## src/rtl/adc_acq_pkg.sv

```systemverilog
// Shared ADC acquisition types and constants.
// Used by the divider stage and the frame packer.
package adc_acq_pkg;

  typedef enum logic [1:0] {
    IDLE,
    ACQ,
    DONE
  } acq_state_t;

  localparam int PACK_W = 16;
  localparam int WORD_W = 32;
  localparam int DEFAULT_NUMBER_SAMPLES = 1024;

endpackage

```

## src/rtl/adc_half_packer.sv

```systemverilog
// Pairs consecutive 16-bit samples into one 32-bit FIFO word.
// The earlier sample of each pair lands in the low half.
module adc_half_packer
  import adc_acq_pkg::*;
(
  input  logic              clk,
  input  logic              rst,
  input  logic              clear,
  input  logic              strobe,
  input  logic              full,
  input  logic [PACK_W-1:0] data,
  output logic              wr_en,
  output logic [WORD_W-1:0] wr_data,
  output logic              drop
);

  logic              phase;
  logic [PACK_W-1:0] lo;

  // A completed pair with the FIFO full is lost.
  assign drop = strobe & phase & full;

  // Hold the low half, then emit the word one cycle after the pair closes.
  always_ff @(posedge clk) begin
    if (rst) begin
      phase   <= 1'b0;
      lo      <= '0;
      wr_en   <= 1'b0;
      wr_data <= '0;
    end else begin
      wr_en <= 1'b0;
      if (clear) begin
        phase <= 1'b0;
      end else if (strobe) begin
        if (!phase) begin
          lo    <= data;
          phase <= 1'b1;
        end else begin
          phase <= 1'b0;
          if (!full) begin
            wr_en   <= 1'b1;
            wr_data <= {data, lo};
          end
        end
      end
    end
  end

endmodule

```

## src/rtl/adc_frame_packer.sv

```systemverilog
// Frames NUMBER_SAMPLES ADC samples per Start into packed FIFO words.
// Signals completion, aborts and FIFO overflow to the DMA side.
module adc_frame_packer
  import adc_acq_pkg::*;
#(
  parameter int NUMBER_SAMPLES = DEFAULT_NUMBER_SAMPLES,
  parameter int ADC_WIDTH      = 12,
  parameter int CNT_WIDTH      = 11
) (
  input  logic                 Clk,
  input  logic                 Rst,
  input  logic                 Start,
  input  logic                 Abort,
  input  logic [ADC_WIDTH-1:0] ADC_Data,
  input  logic                 Acq_Valid,
  input  logic                 FIFO_Full,
  output logic                 FIFO_Wr_En,
  output logic [WORD_W-1:0]    FIFO_Wr_Data,
  output logic                 Busy,
  output logic                 Frame_Done,
  output logic                 Overflow,
  output logic [CNT_WIDTH-1:0] Sample_Cnt
);

  if ((NUMBER_SAMPLES < 2) || ((NUMBER_SAMPLES % 2) != 0)) begin : g_bad_n
    $error("NUMBER_SAMPLES must be even and >= 2");
  end
  if (ADC_WIDTH > PACK_W) begin : g_bad_w
    $error("ADC_WIDTH must be <= 16");
  end
  if ((1 << CNT_WIDTH) <= NUMBER_SAMPLES) begin : g_bad_c
    $error("CNT_WIDTH too small for NUMBER_SAMPLES");
  end

  localparam logic [CNT_WIDTH-1:0] LAST =
    CNT_WIDTH'(NUMBER_SAMPLES - 1);

  acq_state_t        state;
  logic [PACK_W-1:0] sample;
  logic              accept;
  logic              clear;
  logic              drop;

  assign sample = PACK_W'(ADC_Data);
  assign accept = (state == ACQ) & Acq_Valid & ~Abort;
  assign clear  = Abort | (state != ACQ);

  adc_half_packer u_half (
    .clk     (Clk),
    .rst     (Rst),
    .clear   (clear),
    .strobe  (accept),
    .full    (FIFO_Full),
    .data    (sample),
    .wr_en   (FIFO_Wr_En),
    .wr_data (FIFO_Wr_Data),
    .drop    (drop)
  );

  // Frame sequencing; Abort outranks Start, samples and completion.
  always_ff @(posedge Clk) begin
    if (Rst) begin
      state      <= IDLE;
      Busy       <= 1'b0;
      Frame_Done <= 1'b0;
      Overflow   <= 1'b0;
      Sample_Cnt <= '0;
    end else begin
      Frame_Done <= 1'b0;
      unique case (state)
        IDLE: begin
          if (Start && !Abort) begin
            state      <= ACQ;
            Busy       <= 1'b1;
            Sample_Cnt <= '0;
            Overflow   <= 1'b0;
          end
        end
        ACQ: begin
          if (Abort) begin
            state <= IDLE;
            Busy  <= 1'b0;
          end else if (Acq_Valid) begin
            Sample_Cnt <= Sample_Cnt + CNT_WIDTH'(1);
            if (drop) Overflow <= 1'b1;
            if (Sample_Cnt == LAST) begin
              state      <= DONE;
              Busy       <= 1'b0;
              Frame_Done <= 1'b1;
            end
          end
        end
        DONE: begin
          state <= IDLE;
        end
        default: begin
          state <= IDLE;
          Busy  <= 1'b0;
        end
      endcase
    end
  end

endmodule

```

## config.mk

```make
export PLATFORM = sky130hd
export DESIGN_NAME = adc_frame_packer
export DESIGN_NICKNAME = d
export VERILOG_FILES = /design/src/rtl/adc_acq_pkg.sv /design/src/rtl/adc_half_packer.sv /design/src/rtl/adc_frame_packer.sv
export SDC_FILE = /design/constraint.sdc
export NUM_CORES = 1
export LEC_CHECK = 0
export CAP_MARGIN = 20
export CELL_PAD_IN_SITES_DETAIL_PLACEMENT = 0
export CELL_PAD_IN_SITES_GLOBAL_PLACEMENT = 1
export CORE_MARGIN = 4
export CORE_UTILIZATION = 35
export CTS_CLUSTER_SIZE = 14
export DETAILED_ROUTE_END_ITERATION = 8
export PLACE_DENSITY_LB_ADDON = 0.1
export SLEW_MARGIN = 20
export SYNTH_ARGS = -nofsm -noshare
export SYNTH_HDL_FRONTEND = slang
export SYNTH_HIERARCHICAL = 1
export SYNTH_SLANG_ARGS = --single-unit
export TNS_END_PERCENT = 100
```

## constraint.sdc

```tcl
create_clock -name Clk -period 2.1 [get_ports Clk]
set_clock_uncertainty 0.2 [all_clocks]
set_input_delay 0.42 -clock Clk [delete_from_list [all_inputs] [get_ports Clk]]
set_output_delay 0.42 -clock Clk [all_outputs]
set_load 0.02 [all_outputs]
```

* Word-level counts from Yosys, hierarchy flattened
Cells that the tools add are included.
Operators by class: mux-type cells 22, $add $sub $neg 1, reductions and logical operators 13, eq/ne operators 10, bitwise gates (word level) 13
Operator list (count):
- $mux W11 | 3
- $pmux W11 S2 | 1
- $reduce_and A4 Y1 | 3
- $add A11 B1 Y11 const B | 1
- $eq A11 B10 Y1 const B | 1
- $mux W1 | 11
- $mux W2 | 4
- $ne A2 B2 Y1 const B | 4
- $not A1 Y1 | 8
- $reduce_or A4 Y1 | 2
- $reduce_and A3 Y1 | 2
- $reduce_and A5 Y1 | 1
- $and A1 B1 Y1 | 4
- $pmux W2 S2 | 1
- $ne A3 B2 Y1 const B | 1
- $ne A3 B3 Y1 const B | 1
- $pmux W1 S3 | 1
- $eq A2 B1 Y1 const B | 1
- $eq A2 B2 Y1 const B | 1
- $logic_not A2 Y1 | 1
- $ne A2 B1 Y1 const B | 1
- $pmux W1 S2 | 1
- $reduce_bool A2 Y1 | 1
- $reduce_or A2 Y1 | 1
- 3 further kinds | 3
Storage, ports and cells: output and inout port bits 47, logic and storage cells 68, register bits 54

* Logic depth before layout (Yosys ltp)
Gate-level depths: netlist of run 1.
depth in word-level cells 9, depth in mapped cells 7, depth with buffers taken out 5

* By module
The synthesis of run 1 kept the hierarchy.
By module, submodules not included:
- adc_half_packer | cells an instance 182, times used 1, sequential area each 1001.0 µm², area each 2029.4 µm²
- adc_frame_packer | cells an instance 82, times used 1, sequential area each 320.3 µm², area each 755.7 µm²

* Worst setup path before layout of run 1
Ideal clock, no wire load.
kind input to register, start point input port Abort, end point register u_half.lo[10], slack 0.031 ns, setup time 0.072 ns, cell stages on the path 6, required time 1.828 ns, buffers on the path 2, data arrival time 1.798 ns, cell sequence nor2_2 and3_2 clkbuf_1 nor3b_4 buf_6 mux2i_1
Between the ends: word-level cells in the longest chain between the ends 3, elaborated cells on any way between the ends 5, classes of those cells bitwise: 4; reduce/logical: 1
Ends and longest elaborated chain:
- from (decl) | line adc_frame_packer.sv:13 | input logic Abort,
- $not A1 Y1 | line adc_frame_packer.sv:45 | assign accept = (state == ACQ) & Acq_Valid & ~Abort;
- $and A1 B1 Y1 | line adc_frame_packer.sv:45
- named net accept | line adc_frame_packer.sv:40 | logic accept;
- $reduce_and A3 Y1 (no line)
- to (signal assigned) | line adc_half_packer.sv:36 | lo <= data;
- to (decl) | line adc_half_packer.sv:18 | logic [PACK_W-1:0] lo;
The timed path passes the listed nets, and every way through them passes these cells. A chain may end at the register's enable or synchronous reset.

* Final worst setup path of run 1
start point register Sample_Cnt[0], end point output port Sample_Cnt[0]
RTL lines:
- from (decl) | line adc_frame_packer.sv:22 | output logic [CNT_WIDTH-1:0] Sample_Cnt
- from (signal assigned) | line adc_frame_packer.sv:84 | Sample_Cnt <= Sample_Cnt + CNT_WIDTH'(1);
No word-level cell between the ends.

==> flow_summary.toml, run 1 <==
[clock_tree]
cts_sinks = 66
cts_tree = "built"
cts.htree.levels = 3
numCtsBuffers = 9
cts_buffer_depth = 2
cts_repair_resize_count = 0
cts_setup_buffers = 0
hold_buffers = 0
worst_skew_pair.late_latency_ns = 0.33
cts-root-buf = "clkbuf_8"
clk_pin_slew_worst_paths_ns = 0.07

[hold_path]
min_to = "Overflow"
whs_path_depth = 2
hp-start = "Overflow"
hold_path.class = "reg2reg"

[critical_path]
setup.worst_path.end_class = "primary output"
critical-path-max-stage-delay_ns = 0.64
rr_startpoint = "Sample_Cnt[0]"
crit_path_top_delay_cell = "clkdlybuf4s50_1"
crit_family = "buffers and inverters"
worstPathCellList = "clkdlybuf4s50_1"
worstRegToRegCells = 6
critPathKind = "reg2out"
reg2reg_to = "Sample_Cnt[8]"
reg2reg_slack_ns = 0.28
cp_max_fo = 5
critical_path_required_ns = 1.48
critPathLaunchType = "register"
crit_buf_inv = 1
crit_arrival_ns = 1.38

[sta]
hold_ws_ns = 0.2504
rsz0062_at_grt = "no"
drv_slew = 0
finalSetupViolations = 0
worst_slew_pin_slew_ns = 0.4910
clock.fmax_ghz = 0.5005
slew_headroom_pct = 66.33
hold_violations = 0
min_period_ns = 1.998
fin_ws_ns = 0.1018
post-route-period-util_pct = 95.15

[global_route]
grt_max_degree = 29
grt_usage_pct = 12.88
gr-total-overflow = 0
antenna_found_initial = 0
grt_pass1_vias = 2053
grt_pass1_wl_mm = 9.894

[synthesis]
yosys_warnings = 6
yosysSeqAreaShare_pct = 47.44
synth_top_cell_by_area = "dfxtp_1"
synth.distinct_cells = 42
synth_area_leaders = "dfxtp_1 47%, mux2i_1 18%, nand2b_1 14%"
synth.avg_cell_area_um2 = 10.55
syn_inst = 264
synth_top_area_share_pct = 47.44
synth_area_um2 = 2785
ys_ff_latch = 66

[floorplan]
start_util_pct = 36.04
dieArea_um2 = 9449
core_um2 = 7727
fp.dieW_um = 97.21
io_pins = 65
rows = 32
die_y_um = 97.21

[placed_design]
hpwl_mm = 4.013
portBuffers = 64
gp_congestion = 0.7068
place_ws_ns = -0.1698

[detailed_routing]
num_vias = 2024
totalWireLength_mm = 5.812
remaining_drc_errors = 0
avgViaCountPerCell = 4.518
first_pass_iters = 4
drt-initial-drc-count = 59
ant_nets = 0
detail_route.wl_per_cell_um = 12.97

[finish]
area_delta_synth_final_pct = 37.65
diodes = 0
drive_gt1_share_pct = 11.27
final_common_cell = "dfxtp_1"
fin_nets = 360
most-common-layout-cells = "66 x dfxtp_1, 64 x nand2b_1, 62 x clkdlybuf4s50_1"

[job]
cap_violations = 0

[run_status]
status = "completed"

[power]
ir_drop_mv = 0.2859
leakage_nw = 1.411
power_density_nw_per_um2 = 640.0
-- logic make-up (layout without fill, tap and decap cells) --
kind of cell	after synthesis	in the layout	share of synthesized area, %
AND/OR/NAND/NOR	108	108	24.57
flip-flops	66	66	47.44
multiplexers	50	50	18.15
buffers and inverters	17	96	3.549
AO/OA/AOI/OAI	12	12	2.875
XOR/XNOR	9	9	2.830
adder cells (fa/ha/maj)	1	1	0.4492
other	1	4	0.1346
-- routing by layer --
| layer | share of wire (%) | global-route usage (%) |
|---|---|---|
| met2 | 43 | 19.75 |
| met3 | 4.9 | 3.661 |
| met4 | 1.5 | 5.508 |
| met5 | 0 | 0 |
| met1 | 50 | 16.92 |
-- through the flow --
step	cell area [um2]	TNS (ns)	power [mW]	util (%)	instances
finish	3834	0	2.453	49.61	448
global route	3834	0	2.569	49.61	448
CTS	3831	0	2.494	49.58	448
detailed placement	3636	-5.166	1.435	47.05	432
global placement	3636	-4.915	1.434	47.05	432
floorplan	2796	0	1.362	-	267
-- flip-flops by register name, summed over array words and instances, names as in the netlist --
signal          cells
Busy                1
Frame_Done          1
Overflow            1
Sample_Cnt         11
state               2
u_half/lo          16
u_half/phase        1
u_half/wr_data     32
u_half/wr_en        1
-- cell usage after synthesis --
master,instances
nor2_1,12
o31ai_1,1
xor2_1,3
nor3b_4,1
buf_6,4
a22oi_1,1
and3b_1,2
nor3_1,3
and3_2,1
and4_1,1
o21ai_0,3
and3_1,1
clkbuf_1,9
mux2i_1,49
nor4_1,3
nand2b_1,64
a31o_2,1
inv_1,2
nand4b_1,1
or3b_2,1
nand4bb_1,2
o32a_1,1
a211oi_1,1
and4bb_2,1
xnor2_1,6
nor4bb_1,1
nand2_1,3
clkbuf_2,1
or2_2,1
buf_4,1
dfxtp_1,66
or4_1,1
a311oi_1,1
mux2_4,1
nand2_2,1
nor2_2,1
a21oi_1,3
ha_1,1
nand4_1,3
conb_1,1
and4bb_1,1
nand3_1,3
-- worst max-delay path by stage --
stage                       start                 to  slack [ns]  depth (start not counted)
floorplan                   Abort      u_half/lo[10]        0.03                          6
global placement            Abort      Sample_Cnt[5]       -0.16                          6
detailed placement          Abort  u_half/wr_data[1]       -0.17                          6
CTS                 Sample_Cnt[4]      Sample_Cnt[4]        0.08                          1
global route        Sample_Cnt[3]      Sample_Cnt[3]        0.02                          1
finish              Sample_Cnt[0]      Sample_Cnt[0]        0.10                          1
-- where the power goes --
group,total (mW),switching [mW],internal (mW)
Clock,1.05,0.472,0.577
Combinational,0.144,0.0605,0.0835
Sequential,1.26,0.00483,1.26
Total,2.45,0.537,1.92
-- final cells by class --
type | instances | area (um2)
repair buffers | 78 | 805.8
well taps | 102 | 127.6
inverters | 2 | 7.507
multi-input cells | 184 | 1376
clock inverters | 5 | 53.80
clock buffers | 11 | 141.4
fillers | 732 | 3894
flip-flops and latches | 66 | 1321
Note: power is estimated with default switching activity, not from simulation.
==> inputs of run 2 (changes only) <==
--- a/config.mk
+++ b/config.mk
@@ -9,7 +9,7 @@
 export CELL_PAD_IN_SITES_DETAIL_PLACEMENT = 0
 export CELL_PAD_IN_SITES_GLOBAL_PLACEMENT = 1
 export CORE_MARGIN = 4
-export CORE_UTILIZATION = 35
+export CORE_UTILIZATION = 41
 export CTS_CLUSTER_SIZE = 14
 export DETAILED_ROUTE_END_ITERATION = 8
 export PLACE_DENSITY_LB_ADDON = 0.1
==> constraint.sdc (replaced) <==
create_clock -name Clk -period 2.4 [get_ports Clk]
set_clock_uncertainty 0.2 [all_clocks]
set_input_delay 0.48 -clock Clk [delete_from_list [all_inputs] [get_ports Clk]]
set_output_delay 0.48 -clock Clk [all_outputs]
set_load 0.02 [all_outputs]
==> run 2 against run 1 <==
- first-iteration DRC count is 32% lower
- final area down 2.0%
- flip-flop and latch count is the same
- sequential share of layout area up 0.70 points
- global-route usage rose by 1.5 points
- via count stayed put
- wire length fell by 4.8%
- clock power fell by 11%
- sequential power shrank 13%
- combinational power is 22% lower
- total power is 12% lower
- non-clock buffer count down 2
- largest cell class unchanged
- highest routed layer unchanged
==> flow_summary.toml, run 2 (synthesis results as in run 1) <==
[power]
pwr-share-comb_pct = 5.2
ir_drop_mv = 0.4246
power_density_nw_per_um2 = 573.6
leakage_nw = 1.365
intPower_mw = 1.698
switchingPower_uw = 457.5
p_total_mw = 2.155
clkPwrFrac_pct = 43.6
p_seq_share_pct = 51.2
swShare_pct = 21.23

[finish]
area_delta_synth_final_pct = 34.91
final_util_pct = 58.18
top_register = "u_half/wr_data"
reg.largest.list = "u_half/wr_data (32), u_half/lo (16), Sample_Cnt (11)"
stdcell_area_um2 = 3757
diodes = 0
most-common-layout-cells = "66 x dfxtp_1, 64 x nand2b_1, 63 x clkdlybuf4s50_1"
final_common_cell = "dfxtp_1"
largest_reg_flops = 32
fin_nets = 358
drive_gt1_share_pct = 10.76

[detailed_routing]
num_vias = 2024
drt-initial-drc-count = 40
totalWireLength_mm = 5.532
detail_route.wl_per_cell_um = 13.14
avgViaCountPerCell = 4.808
first_pass_iters = 3
ant_nets = 0
remaining_drc_errors = 0

[global_route]
grt_usage_pct = 14.40
grt_pass1_wl_mm = 9.660
grt_max_degree = 44
antenna_found_initial = 0
grt_pass1_vias = 1974
gr-total-overflow = 0

[critical_path]
worstPathCellList = "clkdlybuf4s50_1"
crit_path_top_delay_cell = "clkdlybuf4s50_1"
critical-path-max-stage-delay_ns = 0.64
critPathLaunch = "Sample_Cnt[3]"
reg2reg_to = "Busy"
setup.worst_path.end_class = "primary output"
critPathLaunchType = "register"
rr_startpoint = "Sample_Cnt[3]"
cp_max_fo = 6
worstRegToRegCells = 4
crit_buf_inv = 1
crit_arrival_ns = 1.39
reg2reg_slack_ns = 0.62
crit_end = "Sample_Cnt[3]"
critPathKind = "reg2out"
critical_path_required_ns = 1.72
cp_num_cells = 1
crit_family = "buffers and inverters"

[floorplan]
start_util_pct = 43.12
fp.dieW_um = 90.42
io_pins = 65
rows = 29
dieArea_um2 = 8176
die_y_um = 90.42
core_um2 = 6459

[sta]
drv_slew = 0
post-route-period-util_pct = 86.30
min_period_ns = 2.071
final.setup.tns_ns = 0
rsz0062_at_grt = "no"
hold_violations = 0
slew_headroom_pct = 61.91
clock.fmax_ghz = 0.4828
worst_slew_pin_slew_ns = 0.5713
finalSetupViolations = 0

[clock_tree]
cts_sinks = 66
hold_buffers = 0
cts_tree = "built"
cts_repair_resize_count = 0
cts_buffer_depth = 2
numCtsBuffers = 9
cts-root-buf = "clkbuf_8"
cts_setup_buffers = 0
clk_pin_slew_worst_paths_ns = 0.07
worst_skew_pair.late_latency_ns = 0.33
cts.htree.levels = 3

[run_status]
status = "completed"

[placed_design]
portBuffers = 64
hpwl_mm = 3.896
gp_congestion = 0.7478
dpl_cell_area_um2 = 3552

[job]
cap_violations = 0

[hold_path]
hold_path.class = "reg2reg"
## run 2: area by class of cell
cell class	instances	area (um2)
clock buffers	12	155.1
clock inverters	4	50.05
fillers	583	2701
inverters	2	7.507
multi-input cells	184	1376
flip-flops and latches	66	1321
well taps	77	96.34
repair buffers	76	750.7
## run 2: how the worst min path moves through the flow
stage,start,endpoint,slack [ns],depth (start not counted)
detailed placement,Overflow,Overflow,0.24,2
CTS,Overflow,Overflow,0.25,2
floorplan,u_half/lo[10],u_half/lo[10],0.26,2
finish,Overflow,Overflow,0.25,2
global placement,Overflow,Overflow,0.23,2
global route,Overflow,Overflow,0.27,2
## run 2: tightest hold or removal path: cells and delay by family (launching register included)
| kind | cells | cell delay, ns |
|---|---|---|
| AO/OA/AOI/OAI | 1 | 0.05 |
| flip-flops | 1 | 0.31 |
| buffers and inverters | 1 | 0.05 |
## run 2: per-stage QoR
stage,setup slack [ns],hold WS (ns),std cells
2_1_floorplan,0.2708,0.2581,267
3_3_place_gp,0.1004,0.2339,405
3_5_place_dp,0.03046,0.2412,405
4_1_cts,0.3009,0.2510,421
5_1_grt,0.2600,0.2725,421
6_report,0.3288,0.2473,421
## run 2: layer usage
metal / part of all wire [%] / vias up / GRT usage [%]
met1: 48 / 928 / 18.08
li1: - / 1051 / -
met5: 0 / - / 0
met3: 4.7 / 6 / 6.250
met2: 47 / 39 / 22.78
met4: 1.0 / 0 / 3.444
## run 2: power by group through the flow
stage	combinational (mW)	sequential, mW	clock [mW]
2_1_floorplan	0.0617	1.13	0
3_3_place_gp	0.114	1.13	0
3_5_place_dp	0.115	1.13	0
4_1_cts	0.115	1.10	0.972
5_1_grt	0.125	1.10	1.03
6_report	0.113	1.10	0.939
